**config.mk**
```make
export PLATFORM = sky130hd
export DESIGN_NAME = ds_n_arb
export DESIGN_NICKNAME = d
export VERILOG_FILES = /design/src/rtl/ds_n_arb.sv
export SDC_FILE = /design/constraint.sdc
export NUM_CORES = 1
export LEC_CHECK = 0
export BUFFER_PORTS_ARGS = -buffer_cell sky130_fd_sc_hd__buf_2
export CAP_MARGIN = 20
export CORE_MARGIN = 3
export CORE_UTILIZATION = 39
export CTS_CLUSTER_SIZE = 14
export DETAILED_ROUTE_END_ITERATION = 10
export GPL_TIMING_DRIVEN = 0
export PLACE_DENSITY = 0.7
export SLEW_MARGIN = 25
export SYNTH_ARGS = -nofsm -noshare
export SYNTH_HDL_FRONTEND = slang
export SYNTH_SLANG_ARGS = --single-unit
```
**constraint.sdc**
```tcl
create_clock -name clk -period 3.3 [get_ports clk]
set_clock_uncertainty 0.2 [all_clocks]
set_input_delay 0.99 -clock clk [delete_from_list [all_inputs] [get_ports clk]]
set_output_delay 0.99 -clock clk [all_outputs]
set_load 0.05 [all_outputs]
```
**src/rtl/ds_n_arb.sv**
```systemverilog
//------------------------------------------------------------------------------
// Module   : ds_n_arb
// Brief    : N-channel, WIDTH-bit registered data selector with per-channel
//            valid/ready handshakes, a one-entry output register, and either
//            direct (explicit select) or round-robin channel selection.
//            Optional transfer counter enabled by defining DS_XFER_CNT_EN.
// Revision : 1.0 - initial release
//------------------------------------------------------------------------------
`default_nettype none

module ds_n_arb #(
  parameter int WIDTH = 32,
  parameter int NCH   = 4,
  parameter int SELW  = 2
) (
  input  logic                 clk,
  input  logic                 rst,
  input  logic                 mode,
  input  logic [SELW-1:0]      select,
  input  logic [NCH*WIDTH-1:0] in_data,
  input  logic [NCH-1:0]       in_valid,
  output logic [NCH-1:0]       in_ready,
  output logic [WIDTH-1:0]     out_data,
  output logic [SELW-1:0]      out_ch,
  output logic                 out_valid,
  input  logic                 out_ready
`ifdef DS_XFER_CNT_EN
  ,
  output logic [15:0]          xfer_cnt
`endif
);

  localparam logic [SELW-1:0] LAST_RST = SELW'(NCH - 1);

  logic [WIDTH-1:0] out_data_q, out_data_d;
  logic [SELW-1:0]  out_ch_q, out_ch_d;
  logic             out_valid_q, out_valid_d;
  logic [SELW-1:0]  last_q, last_d;

  logic [NCH-1:0]   grant;
  logic             load;
  logic             xfer;
  logic [WIDTH-1:0] sel_data;
  logic [SELW-1:0]  sel_ch;

  // The output register can accept a word when empty or being drained now.
  assign load = !out_valid_q || out_ready;

  // Grant generation: one-hot or zero. Direct mode never matches an index
  // >= NCH because only real channel indices are compared against select.
  // Round-robin walks priorities from lowest to highest so the highest
  // priority valid channel (last+1 onward) is written last and wins.
  always_comb begin
    int idx;
    grant = '0;
    idx   = 0;
    if (!mode) begin
      for (int i = 0; i < NCH; i++) begin
        if (SELW'(i) == select) grant[i] = in_valid[i];
      end
    end else begin
      for (int k = NCH; k >= 1; k--) begin
        idx = int'(last_q) + k;
        if (idx >= NCH) idx = idx - NCH;
        for (int i = 0; i < NCH; i++) begin
          if (i == idx && in_valid[i]) begin
            grant    = '0;
            grant[i] = 1'b1;
          end
        end
      end
    end
  end

  assign in_ready = load ? grant : '0;
  assign xfer     = |(in_ready & in_valid);

  // Data/index mux driven by the one-hot grant.
  always_comb begin
    sel_data = '0;
    sel_ch   = '0;
    for (int i = 0; i < NCH; i++) begin
      if (grant[i]) begin
        sel_data = in_data[i*WIDTH +: WIDTH];
        sel_ch   = SELW'(i);
      end
    end
  end

  // Next-state for the output register and round-robin pointer.
  always_comb begin
    out_data_d  = out_data_q;
    out_ch_d    = out_ch_q;
    out_valid_d = out_valid_q;
    last_d      = last_q;
    if (xfer) begin
      out_data_d  = sel_data;
      out_ch_d    = sel_ch;
      out_valid_d = 1'b1;
      if (mode) last_d = sel_ch;
    end else if (out_ready) begin
      out_valid_d = 1'b0;
    end
  end

  // State register; reset makes channel 0 first in round-robin order.
  always_ff @(posedge clk) begin
    if (rst) begin
      out_data_q  <= '0;
      out_ch_q    <= '0;
      out_valid_q <= 1'b0;
      last_q      <= LAST_RST;
    end else begin
      out_data_q  <= out_data_d;
      out_ch_q    <= out_ch_d;
      out_valid_q <= out_valid_d;
      last_q      <= last_d;
    end
  end

  assign out_data  = out_data_q;
  assign out_ch    = out_ch_q;
  assign out_valid = out_valid_q;

`ifdef DS_XFER_CNT_EN
  logic [15:0] xfer_cnt_q, xfer_cnt_d;

  assign xfer_cnt_d = xfer ? xfer_cnt_q + 16'd1 : xfer_cnt_q;

  // Free-running transfer counter, wraps naturally at 16 bits.
  always_ff @(posedge clk) begin
    if (rst) xfer_cnt_q <= '0;
    else     xfer_cnt_q <= xfer_cnt_d;
  end

  assign xfer_cnt = xfer_cnt_q;
`endif

endmodule

`default_nettype wire

```
Word level (Yosys, flattened, before mapping)
Index checks and enable logic that the tools add are counted.

Bitwise gates (word level): 1. Reductions and logical operators: 26. Equal/unequal tests: 15. Multiplexer cells: 39. $add $sub $neg: 8. Order comparisons: 4.

Operators with widths (number): $mux 32 (12); $eq 3x32->1 const A (8); $eq 2x32->1 const A (4); $logic_not 32->1 (4); $mux 4 (17); $logic_and 1x1->1 (16); $sub 3x3->4 const B (3); $ge 3x3->1 const B (3); $mux 1 (8); $add 2x2->3 const B (2); $sub 4x3->5 const B (1); $add 2x3->4 const B (1); $and 4x4->4 (1); $eq 2x2->1 const A (2); $ge 4x3->1 const B (1); $mux 2 (2); $reduce_or 4->1 (1); $add 2x1->3 const B (1); $eq 1x2->1 const A (1); $logic_not 2->1 (1); $reduce_and 2->1 (1); $reduce_bool 2->1 (1); $logic_not 1->1 (1); $logic_or 1x1->1 (1).

Register bits after elaboration: 37. Logic and storage cells: 97. Bits of input ports: 138. Output and inout bits: 39.

Logic depth before layout (Yosys ltp)
Depth in word-level cells: 27. Depth in mapped cells: 9. Mapped depth without buffers: 5.

Worst setup path after synthesis
No wires, ideal clock.

Path kind: input-to-output. From: input port in_valid[1]. To: output port in_ready[0]. Stages on the path: 5. Data required time: 2.110 ns. Slack: -0.679 ns. Buffers on the path: 2. Data arrival time: 2.789 ns. Cell sequence: nor2b_1 or4b_1 buf_2 clkbuf_1 a31oi_1.

Longest elaborated chain between the ends: 18. Elaborated cells on any way between the ends: 21. Those cells by class: mux: 17; reduce/logical: 4.

RTL lines: start: declaration (line 21) `input logic [NCH-1:0] in_valid,`; $logic_and 1x1->1 (line 66) `if (i == idx && in_valid[i]) begin`; $mux 4 (12 in a row) (line 66); $mux 4 * (3 in a row) (line 66); $mux 4 * (line 57) `if (!mode) begin`; $mux 4 * (line 75) `assign in_ready = load ? grant : '0;`; end: declaration (line 22) `output logic [NCH-1:0] in_ready,`.

Mark *: on every way between the ends. The rest lies on a longest branch, timed or not.

Final worst setup path
Same ends and word-level chain as after synthesis.

==> impl_metrics.py <==
metrics = {
    "outcome": {
        "outcome": "finished, violations left",
        "violations": "negative setup slack",
    },
    "floorplan": {
        "ios": 177,
        "die_h_um": 100,
        "dieArea_mm2": 0.0101,
        "rows": 33,
        "die_w_um": 100,
        "start_util_pct": 41.2,
        "core_mm2": 0.00842,
    },
    "global_routing": {
        "grt_max_degree": 18,
        "grt_pass1_vias": 4660,
        "antenna_found_initial": 0,
        "gr-usage-all-layers_pct": 27.4,
        "grt_pass1_wl_um": 22400,
        "overflow": 0,
    },
    "power": {
        "powerDensity_mw_per_mm2": 403,
        "p_total_uw": 1930,
        "p_leak_uw": 0.00227,
        "peakVddDrop_mv": 0.175,
    },
    "yosys": {
        "seq_area_frac_synth_pct": 21.4,
        "syn_nets": 679,
        "synth_warnings": 0,
        "synth_area_per_cell_um2": 6.41,
        "syn_inst": 541,
        "synth_top_cell_by_area": "dfxtp_1",
        "synth_area_mm2": 0.00347,
        "yosysTopAreaCellShare_pct": 21.4,
        "ys_types": 33,
        "synth-seq-cells": 37,
        "yosys-top-cells-area": "dfxtp_1 21%, a31oi_1 12%, o21ai_0 9.8%",
    },
    "hold_path": {
        "holdPathStages": 2,
        "hold_class": "reg2reg",
    },
    "finish": {
        "area_growth_pct": 38.1,
        "diodes": 0,
        "layout-drive-gt1-share_pct": 31.0,
        "nets": 865,
    },
    "drt": {
        "routedWlPerCell_um": 17.3,
        "drt_iter0_markers": 255,
        "via_per_inst": 5.79,
        "drt-total-wl_um": 14400,
        "ant_nets": 0,
        "drt_first_pass_iters": 5,
        "route.detailed.drc": 0,
        "via_count": 4822,
    },
    "worst_setup_path": {
        "worstSetupStartpointType": "input pin",
        "required_ps": 2110,
        "path_class": "in2out",
        "end_kind": "primary output",
        "arrival_ps": 2150,
        "cp_max_fo": 5,
        "r2r_cells": 8,
    },
    "sta": {
        "setup_ws_ps": -42.0,
        "slew_violations": 0,
        "finalCritPeriodShare_pct": 101,
        "period_needed_ps": 3340,
        "worstMarginPinSlew_ps": 836,
        "finalSetupViolCount": 1,
        "hold_violations": 0,
        "relSlewSlack_pct": 44.1,
        "rsz0062_at_grt": "yes",
        "whs_ps": 262,
        "fmax_mhz": 299,
    },
    "clock_tree": {
        "insertion_delay_ps": 290,
        "cts_buffer_depth": 2,
        "clock-sinks": 37,
        "numCtsBuffers": 5,
        "root_buffer": "clkbuf_8",
        "path_clk_slew_ps": 90,
        "htree_levels": 2,
        "cts_tree": "yes",
        "cts_hold_buf": 0,
    },
    "placed_design": {
        "gp_congestion": 0.888,
        "dp_hpwl_um": 10700,
        "io_buffers": 175,
    },
    "run": {
        "drv_cap": 0,
    },
}
==> state kept, by name, summed over array words and instances (netlist names) <==
signal / count
last_q: 2
out_ch: 2
out_valid: 1
out_data: 32
==> timing repair <==
action                                  in CTS  in global routing
setup buffers                                7                  1
gates resized for setup                     19                 24
endpoints found under the setup margin       4                  4
pin swaps                                    4                  5
==> layout by cell type, fill, tap and decap left out, drive strengths merged, types with 2 or more instances in the layout <==
master / n
o21bai: 32
dfxtp: 37
nand2b: 2
and2: 2
mux2i: 2
a31oi: 68
nor3: 4
a21oi: 2
nor2: 76
and4bb: 2
inv: 34
o31ai: 33
buf: 197
o21ai: 68
o41ai: 32
clkbuf: 49
nand2: 70
o2111a: 2
nor2b: 4
==> power by group <==
group / internal (µW) / switching [µW] / leakage (µW)
Sequential: 519 / 55.4 / 0.000307
Combinational: 309 / 621 / 0.00191
Clock: 247 / 179 / 0.0000585
==> stage by stage <==
stage | setup TNS (ps) | instances | instance area (µm²) | utilization [%] | worst slack [ps]
global placement | -4570 | 821 | 4520 | 53.6 | -589
detailed placement | -5520 | 821 | 4520 | 53.6 | -601
CTS | -101 | 833 | 4740 | 56.3 | -101
floorplan | -166 | 541 | 3510 | - | -166
finish | -42.0 | 833 | 4790 | 56.8 | -42.0
global route | -66.9 | 833 | 4790 | 56.8 | -58.9
==> Yosys cell counts (all sizes together) <==
| cell type | count |
|---|---|
| inv | 34 |
| nor2 | 76 |
| or2 | 1 |
| a21o | 1 |
| and4bb | 2 |
| o2111a | 2 |
| o211ai | 1 |
| or4b | 1 |
| dfxtp | 37 |
| nand2b | 2 |
| o221a | 1 |
| a31oi | 68 |
| buf | 15 |
| mux2i | 2 |
| a21oi | 2 |
| o311a | 1 |
| o2111ai | 1 |
| clkbuf | 45 |
| o31ai | 33 |
| nor4 | 1 |
| o21bai | 32 |
| o41ai | 32 |
| and2 | 2 |
| nor2b | 4 |
| nand2 | 70 |
| nor3 | 4 |
| nand4 | 1 |
| o21ai | 68 |
| a211oi | 1 |
| o311ai | 1 |
==> cells by family after synthesis <==
| kind of cell | share of synthesized area [%] |
|---|---|
| AOI/OAI and AO/OA | 47.4 |
| and+or+nand+nor | 19.4 |
| buffers and inverters | 11.3 |
| DFF | 21.4 |
| muxes | 0.577 |
==> path summary, 6_finish.rpt <==
check | from | to | slack (ps)
worst max-delay path | in_valid[1] | in_ready[0] | -40
worst min-delay path | out_ch[0] | out_ch[0] | 260
worst max register to register | last_q[0] | out_data[3] | 660
worst min register to register | out_ch[0] | out_ch[0] | 260
==> critical path: stages <==
cell,delay (ps)
buf_8,100
nor2b_4,120
or4b_4,540
a31oi_4,220
buf_6,180
==> area by class of cell <==
class,instances,area (µm²)
fillers,851,3640
clock inverters,1,30.0
flip-flops and latches,37,741
clock buffers,7,86.3
multi-input cells,410,2430
plain buffers,56,255
repair buffers,183,982
inverters,34,128
well taps,105,131
==> metal layers <==
| metal | vias to the layer above | GRT usage [%] | wire length, µm |
|---|---|---|---|
| met5 | - | 0 | 0 |
| met2 | 235 | 47.6 | 7050 |
| met3 | 26 | 4.93 | 1300 |
| li1 | 2354 | - | - |
| met4 | 0 | 8.29 | 282 |
| met1 | 2207 | 34.5 | 5790 |
No activity file was read; power rests on OpenSTA's default activity.
